===== src/rtl/debounce_pulse.sv =====
// Push-button conditioner: two-flop synchroniser, debounce FSM, and a one-cycle incr pulse per qualified press.
// Defining DEBOUNCE_AUTOREPEAT_EN adds auto-repeat pulses while the button is held.
module debounce_pulse #(
    parameter int STABLE_CYCLES = 16,
    parameter int REPEAT_DELAY  = 32,
    parameter int REPEAT_PERIOD = 8
) (
    input  logic clk,
    input  logic rst,
    input  logic btn_in,
    output logic incr,
    output logic btn_level
);

    localparam int CNT_W = $clog2(STABLE_CYCLES + 1);
    localparam logic [CNT_W-1:0] STABLE_VAL = CNT_W'(STABLE_CYCLES);
    localparam bit SINGLE_SAMPLE = (STABLE_CYCLES == 1);

    if (STABLE_CYCLES < 1) begin : g_bad_stable
        $error("debounce_pulse: STABLE_CYCLES must be >= 1");
    end

    typedef enum logic [1:0] {
        RELEASED     = 2'd0,
        PRESS_WAIT   = 2'd1,
        PRESSED      = 2'd2,
        RELEASE_WAIT = 2'd3
    } state_t;

    state_t           state_q, state_d;
    logic [1:0]       sync_q, sync_d;
    logic [CNT_W-1:0] cnt_q, cnt_d, cnt_inc;
    logic             incr_q, incr_d;
    logic             btn_level_q, btn_level_d;
    logic             commit;
    logic             rpt_fire;
    logic             s;

    assign s = sync_q[1];

    always_comb begin
        sync_d      = {sync_q[0], btn_in};
        state_d     = state_q;
        cnt_d       = '0;
        commit      = 1'b0;
        cnt_inc     = cnt_q + CNT_W'(1);
        case (state_q)
            RELEASED: begin
                if (s) begin
                    if (SINGLE_SAMPLE) begin
                        state_d = PRESSED;
                        commit  = 1'b1;
                    end else begin
                        state_d = PRESS_WAIT;
                        cnt_d   = CNT_W'(1);
                    end
                end
            end
            PRESS_WAIT: begin
                if (!s) begin
                    state_d = RELEASED;
                end else if (cnt_inc == STABLE_VAL) begin
                    state_d = PRESSED;
                    commit  = 1'b1;
                end else begin
                    cnt_d = cnt_inc;
                end
            end
            PRESSED: begin
                if (!s) begin
                    if (SINGLE_SAMPLE) begin
                        state_d = RELEASED;
                    end else begin
                        state_d = RELEASE_WAIT;
                        cnt_d   = CNT_W'(1);
                    end
                end
            end
            RELEASE_WAIT: begin
                // Bounce back to PRESSED is a continuation of the same press, so no pulse
                if (s) begin
                    state_d = PRESSED;
                end else if (cnt_inc == STABLE_VAL) begin
                    state_d = RELEASED;
                end else begin
                    cnt_d = cnt_inc;
                end
            end
            default: state_d = RELEASED;
        endcase
        btn_level_d = (state_d == PRESSED) || (state_d == RELEASE_WAIT);
        incr_d      = commit | rpt_fire;
    end

`ifdef DEBOUNCE_AUTOREPEAT_EN
    if (REPEAT_DELAY < 1) begin : g_bad_delay
        $error("debounce_pulse: REPEAT_DELAY must be >= 1");
    end
    if (REPEAT_PERIOD < 1) begin : g_bad_period
        $error("debounce_pulse: REPEAT_PERIOD must be >= 1");
    end

    localparam int RPT_MAX = (REPEAT_DELAY > REPEAT_PERIOD) ? REPEAT_DELAY : REPEAT_PERIOD;
    localparam int RPT_W   = $clog2(RPT_MAX + 1);
    localparam logic [RPT_W-1:0] DELAY_VAL  = RPT_W'(REPEAT_DELAY);
    localparam logic [RPT_W-1:0] PERIOD_VAL = RPT_W'(REPEAT_PERIOD);

    logic [RPT_W-1:0] rpt_cnt_q, rpt_cnt_d, rpt_inc;
    logic             rpt_armed_q, rpt_armed_d;

    // Counter is zero outside a held press; armed marks that the initial delay has elapsed
    always_comb begin
        rpt_cnt_d   = '0;
        rpt_armed_d = 1'b0;
        rpt_fire    = 1'b0;
        rpt_inc     = rpt_cnt_q + RPT_W'(1);
        if ((state_q == PRESSED || state_q == RELEASE_WAIT) && state_d != RELEASED) begin
            rpt_cnt_d   = rpt_inc;
            rpt_armed_d = rpt_armed_q;
            if (rpt_inc == (rpt_armed_q ? PERIOD_VAL : DELAY_VAL)) begin
                rpt_fire    = 1'b1;
                rpt_cnt_d   = '0;
                rpt_armed_d = 1'b1;
            end
        end
    end

    always_ff @(posedge clk or posedge rst) begin
        if (rst) begin
            rpt_cnt_q   <= '0;
            rpt_armed_q <= 1'b0;
        end else begin
            rpt_cnt_q   <= rpt_cnt_d;
            rpt_armed_q <= rpt_armed_d;
        end
    end
`else
    assign rpt_fire = 1'b0;
`endif

    always_ff @(posedge clk or posedge rst) begin
        if (rst) begin
            sync_q      <= '0;
            state_q     <= RELEASED;
            cnt_q       <= '0;
            incr_q      <= 1'b0;
            btn_level_q <= 1'b0;
        end else begin
            sync_q      <= sync_d;
            state_q     <= state_d;
            cnt_q       <= cnt_d;
            incr_q      <= incr_d;
            btn_level_q <= btn_level_d;
        end
    end

    assign incr      = incr_q;
    assign btn_level = btn_level_q;

endmodule


===== config.mk =====
export PLATFORM = sky130hd
export DESIGN_NAME = debounce_pulse
export DESIGN_NICKNAME = d
export VERILOG_FILES = /design/src/rtl/debounce_pulse.sv
export SDC_FILE = /design/constraint.sdc
export NUM_CORES = 1
export LEC_CHECK = 0
export CAP_MARGIN = 20
export CORE_AREA = 2 2 39 41
export CTS_CLUSTER_SIZE = 12
export DETAILED_ROUTE_END_ITERATION = 7
export DIE_AREA = 0 0 41 43
export DONT_BUFFER_PORTS = 1
export MAX_ROUTING_LAYER = met4
export PLACE_DENSITY_LB_ADDON = 0.2
export SYNTH_ARGS = -nofsm -noshare
export SYNTH_HDL_FRONTEND = slang
export SYNTH_SLANG_ARGS = --single-unit

===== constraint.sdc =====
create_clock -name clk -period 2.05 [get_ports clk]
set_input_delay 0.41 -clock clk [delete_from_list [all_inputs] [get_ports clk]]
set_output_delay 0.41 -clock clk [all_outputs]
set_load 0.005 [all_outputs]

==> summary.txt, run 1 <==
Critical path
  • Endpoint arrival time on the critical path: 1.60 ns
  • CP endpoint kind: flop
  • Worst Setup Path Type: flop to flop
  • Worst setup SP type: flop
  • Worst reg2reg path depth: 4
  • WP data required: 2.21 ns
  • Worst reg2reg startpoint: cnt_q[0]$_DFF_PP0_
  • Reg2Reg Setup Slack: 0.61 ns
  • Maximum fanout along the worst path: 4
  • Endpoint of the lowest-slack register-to-register path: state_q[1]$_DFF_PP0_
  • Launch point of the worst path: cnt_q[0]$_DFF_PP0_

Route
  • Vias per cell: 4.53
  • Routed metal-1 wirelength: 270 um
  • DRC errors left: 0
  • Number of DRC markers after the initial detailed-route iteration: 4
  • Total wirelength of the detailed-routed design: 670 um
  • 1st-pass router iterations: 4
  • Uppermost layer routed: met3
  • Per-cell routed wire length: 11.6 um
  • Total met3 wirelength after detailed routing: 56 um
  • Number of antenna-violating nets in the routed design: 0
  • Number of vias after detailed routing: 263
  • Met2 wire length: 343 um

Cells and area
  • Final net count: 47
  • Area added between synthesis and finish: 15.4%
  • Ant. Diodes: 0
  • Share of post-route cells with drive strength above 1: 19.0%
  • Most common cell after layout, fill and taps aside: dfrtp_1
  • Highest-count cells in the layout ignoring fill and taps: 10 x dfrtp_1, 4 x nor2_1, 3 x nand2b_1, 3 x clkbuf_4
  • Final Instance Area: 498 um^2

Die
  • Floorplan die width: 41 um
  • Die area: 0.00176 mm^2
  • Standard-cell rows: 14
  • Vert. Die Dim: 43 um
  • Top Ports: 5
  • Initial cell density of the core: 31.2%
  • Core Footprint: 0.00138 mm^2

Min path
  • Worst Hold Depth: 0
  • Destination of the worst hold path: sync_q[0]$_DFF_PP0_
  • HP Class: primary input to flop
  • Launch instance of the worst min-delay path: btn_in

Yosys
  • Mean instance size in the synthesized netlist: 11.7 um^2
  • Syn Nets: 41
  • FF+latch count, synth: 10
  • Synthesis warning total: 0
  • Post-synth cell types: 19
  • Cell Area, Synth: 432 um^2
  • Share of synthesized area occupied by flip-flops and latches: 58.0%
  • Gate count of the mapped netlist: 37

CTS
  • Maximum root-to-sink buffer count: 2
  • Post-cts hold buffer count: 1
  • PostCTS Resize Cnt: 0
  • CTS tree: built
  • Clock Tree Root: clkbuf_4
  • Clock transition at path regs: 0.07 ns
  • Skew-Pair Late Insertion Delay: 0.27 ns
  • Post-CTS setup buffer count: 0
  • Clock sink count: 10
  • Inserted Clock Buffers: 3
  • H-tree lvl count: 1

STA
  • Slew Viols, Final: 0
  • Rel. slew slack: 75.4%
  • Post-route minimum period: 1.44 ns
  • Setup TNS: 0 ns
  • Transition time of the tightest slew-check pin: 0.368 ns
  • Number of failing hold endpoints at the final stage: 0
  • Maximum clock frequency: 695 MHz
  • Setup-violating endpoint count in the final report: 0
  • Worst hold-check slack: 0.174 ns
  • Worst Setup Slack, final: 0.611 ns
  • Final Cycle Share: 70.2%
  • Worst Clk Skew: 0.0109 ns
  • RSZ-0062 raised after global routing: no

Placement
  • Place WS: 0.611 ns
  • Cell area after placement: 452 um^2
  • DPL Wire Length: 496 um
  • Placer congestion estimate: 0.811
  • Port bufs: 0

Global routing
  • Total overflow reported by the global router: 0
  • Via count of the first global-routing pass: 286
  • Total GRT Usage: 12.1%
  • Wire length of the first global-routing pass: 1290 um
  • Number of antenna violations at the first check in global routing: 0
  • Maximum number of pins on one net before global-route repair: 11

Run
  • Maximum Capacitance Violations: 0

Power
  • Leakage component of the power: 0.228 nW
  • Final Total Pwr: 401 uW
  • Power density cells: 805 mW/mm^2
  • Largest voltage drop on the vdd net: 0.330 mV

Outcome
  • Outcome: completed
cell usage after synthesis (all sizes together):
library cell / n / share of area, %
a21oi: 2 / 2.3
and2: 1 / 1.7
and3: 1 / 2.6
and3b: 1 / 2.0
dfrtp: 10 / 58
ha: 1 / 2.9
inv: 2 / 1.7
mux2: 1 / 3.5
mux2i: 1 / 2.3
nand2: 3 / 3.2
nand2b: 3 / 4.3
nand3: 1 / 1.2
nand3b: 1 / 1.7
nor2: 4 / 3.5
o21ai: 1 / 1.2
o21bai: 1 / 1.7
xnor2: 2 / 4.1
xor2: 1 / 2.0
metrics by stage:
step | instances | util [%]
floorplan | 37 | -
global placement | 53 | 32.6
detailed placement | 53 | 32.6
CTS | 58 | 36.0
global route | 58 | 36.0
finish | 58 | 36.0
state kept, by name, summed over array words and instances, names as in the netlist:
register and flops:
sync_q 2, incr 1, cnt_q 5, state_q 2
layer usage:
layer	global-route usage (%)	up-vias
met5	-	-
met2	16.3	8
met3	9.42	0
met1	12.5	124
met4	6.00	0
li1	-	131
power by group:
group	total [mW]	switching [mW]	internal (mW)
Clock	0.178	0.0698	0.108
Sequential	0.208	0.00506	0.203
Combinational	0.0152	0.00893	0.00623
worst max-delay path by stage:
stage	end	slack, ns
CTS	state_q[1]$_DFF_PP0_	0.61
finish	state_q[1]$_DFF_PP0_	0.61
global route	state_q[1]$_DFF_PP0_	0.56
detailed placement	state_q[1]$_DFF_PP0_	0.61
floorplan	state_q[1]$_DFF_PP0_	0.66
global placement	state_q[1]$_DFF_PP0_	0.64
cell type report:
| class | count | area [um^2] |
|---|---|---|
| clock buffer | 4 | 36.3 |
| timing repair buffer | 1 | 10.0 |
| inverter | 2 | 7.51 |
| sequential | 10 | 250 |
| multi-input combinational | 25 | 174 |
| fill | 136 | 886 |
| tap | 16 | 20.0 |
worst max-delay path, stage by stage, from the launching register on:
cell	delay, ns
dfrtp_1	0.41
ha_1	0.25
and2_2	0.19
and3_4	0.19
mux2_4	0.30
logic make-up (layout without fill, tap and decap cells):
| family | count (synthesis) | in the layout | synth area share [%] |
|---|---|---|---|
| buf+inv | 2 | 7 | 1.74 |
| flops | 10 | 10 | 58.0 |
| xor+xnor | 3 | 3 | 6.09 |
| mux | 2 | 2 | 5.80 |
| compound gates | 4 | 4 | 5.22 |
| simple gates | 15 | 15 | 20.3 |
| fa+ha+maj | 1 | 1 | 2.90 |
(Power assumes the default switching activity.)
==> run 2: changes to the inputs <==
- clock period: 2.05 -> 1.5 ns (I/O delays scaled with it)
==> run 2 against run 1 <==
  * Non-clock buffer count is the same
  * Die area unchanged
  * Final area fell by 2.8%
  * Critical path type unchanged
  * Largest power group unchanged
==> summary.txt, run 2 (same netlist as run 1, synthesis figures left out) <==
Critical path
  • WP data required: 1.64 ns (-0.57 ns)
  • Worst stage delay on the critical path: 0.42 ns (about the same)
  • CP endpoint kind: flop
  • Worst Setup Path Type: flop to flop
  • Endpoint arrival time on the critical path: 1.60 ns (about the same)
  • Delay-heaviest family, CP: flip-flops
  • Maximum fanout along the worst path: 4 (unchanged)
  • Crit path buf inv count: 0 (unchanged)
  • Critical-path cell with the highest stage delay: dfrtp_1
  • Crit-path cells: ha_1, and2_2, and3_4, mux2_4
  • Worst setup SP type: flop

Route
  • Per-cell routed wire length: 12.0 um (+4.2%)
  • DRC errors left: 0 (unchanged)
  • Number of antenna-violating nets in the routed design: 0 (unchanged)
  • 1st-pass router iterations: 6 (+2)
  • Vias per cell: 4.81 (+6.0%)
  • Number of vias after detailed routing: 274 (+4.2%)
  • Number of DRC markers after the initial detailed-route iteration: 4 (unchanged)
  • Total wirelength of the detailed-routed design: 686 um (+2.4%)

Cells and area
  • Highest-count cells in the layout ignoring fill and taps: 10 x dfrtp_1, 4 x nor2_1, 3 x nand2b_1, 3 x clkbuf_4
  • Top reg by flops: cnt_q
  • Number of flip-flops under the largest register name: 5 (unchanged)
  • Most common cell after layout, fill and taps aside: dfrtp_1
  • Count of fill cells added during filler insertion: 140 (+2.9%)
  • Ant. Diodes: 0 (unchanged)
  • Final net count: 47 (unchanged)
  • Share of post-route cells with drive strength above 1: 17.1% (-2.0 points)
  • Largest registers: cnt_q (5), state_q (2), sync_q (2)
  • Area added between synthesis and finish: 12.2%

CTS
  • Clock Tree Root: clkbuf_4
  • H-tree lvl count: 1 (unchanged)
  • Post-CTS setup buffer count: 0 (unchanged)
  • Post-cts hold buffer count: 1 (unchanged)
  • Inserted Clock Buffers: 3 (unchanged)
  • PostCTS Resize Cnt: 0 (unchanged)
  • Clock sink count: 10 (unchanged)
  • Maximum root-to-sink buffer count: 2 (unchanged)
  • Skew-Pair Late Insertion Delay: 0.26 ns (about the same)
  • Clock transition at path regs: 0.06 ns (about the same)
  • CTS tree: built

Power
  • Largest voltage drop on the vdd net: 0.477 mV (+44%)
  • Final Total Pwr: 481 uW (+20%)
  • Power density cells: 993 mW/mm^2 (+23%)
  • Leakage component of the power: 0.221 nW (-3.2%)

Global routing
  • Wire length of the first global-routing pass: 1250 um (-3.3%)
  • Total GRT Usage: 11.7% (-0.44 points)
  • Maximum number of pins on one net before global-route repair: 11 (unchanged)
  • Total overflow reported by the global router: 0 (unchanged)
  • Number of antenna violations at the first check in global routing: 0 (unchanged)
  • Via count of the first global-routing pass: 301 (+5.2%)

Die
  • Die area: 0.00176 mm^2 (unchanged)
  • Initial cell density of the core: 31.2% (unchanged)
  • Standard-cell rows: 14 (unchanged)
  • Vert. Die Dim: 43 um (unchanged)
  • Floorplan die width: 41 um (unchanged)
  • Top Ports: 5 (unchanged)
  • Core Footprint: 0.00138 mm^2 (unchanged)

Outcome
  • Outcome: completed

Run
  • Maximum Capacitance Violations: 0 (unchanged)

STA
  • Number of failing hold endpoints at the final stage: 0 (unchanged)
  • RSZ-0062 raised after global routing: no
  • Post-route minimum period: 1.45 ns (+0.0159 ns)
  • Transition time of the tightest slew-check pin: 0.388 ns (+0.0201 ns)
  • Worst Clk Skew: 0.000389 ns (-0.0105 ns)
  • Rel. slew slack: 74.1% (-1.3 points)
  • Setup-violating endpoint count in the final report: 0 (unchanged)
  • Final Cycle Share: 97.0% (+27 points)
  • Setup TNS: 0 ns (unchanged)
  • Slew Viols, Final: 0 (unchanged)
  • Maximum clock frequency: 687 MHz (-1.1%)

Placement
  • Port bufs: 0 (unchanged)
  • Placer congestion estimate: 0.727 (-10%)

Min path
  • HP Class: primary input to flop
==> run 2: cell count changes in the layout (fill, tap and decap cells not counted), sizes merged <==
| cell | before | now |
|---|---|---|
| clkbuf | 4 | 3 |
==> run 2: metrics by stage <==
stage | utilization (%) | instances | worst slack (ns) | area [um^2] | hold WS [ns]
after floorplan | - | 37 | 0.114 | 432 | 0.140
after global placement | 32.6 | 53 | 0.0873 | 452 | 0.176
after detailed placement | 32.6 | 53 | 0.0630 | 452 | 0.193
after CTS | 35.0 | 57 | 0.0428 | 484 | 0.0571
after global routing | 35.0 | 57 | 0.00288 | 484 | 0.0510
final | 35.0 | 57 | 0.0453 | 484 | 0.0682
==> run 2: per-layer routing <==
metal | share of wire, % | GRT usage, % | up-vias
li1 | - | - | 131
met1 | 47 | 12.7 | 135
met2 | 47 | 15.6 | 6
met3 | 4.8 | 4.71 | 2
met4 | 1.7 | 10.0 | 0
met5 | 0 | - | -
==> run 2: layout make-up <==
type                            instances  area, um^2  area share (%)
Multi-Input combinational cell         25         174            35.9
Timing Repair Buffer                    1        10.0            2.07
Tap cell                               16        20.0            4.13
Sequential cell                        10         250            51.7
Clock buffer                            3        22.5            4.65
Inverter                                2        7.51            1.55
==> run 2: power by group <==
group	internal (mW)	total, mW	switching, mW
Clock	0.0923	0.176	0.0833
Sequential	0.277	0.284	0.00681
Combinational	0.00856	0.0213	0.0127
Total	0.378	0.481	0.103
==> run 2: path summary, 6_finish.rpt <==
kind | slack, ns | startpoint | end | cells after the start
min | 0.07 | btn_in | sync_q[0]$_DFF_PP0_ | 0
max | 0.05 | cnt_q[0]$_DFF_PP0_ | state_q[1]$_DFF_PP0_ | 4
min reg2reg | 0.35 | sync_q[0]$_DFF_PP0_ | sync_q[1]$_DFF_PP0_ | 0
min in group asynchronous | 0.46 | rst | sync_q[0]$_DFF_PP0_ | 2
max reg2reg | 0.05 | cnt_q[0]$_DFF_PP0_ | state_q[1]$_DFF_PP0_ | 4
max in group asynchronous | 0.77 | rst | cnt_q[1]$_DFF_PP0_ | 2
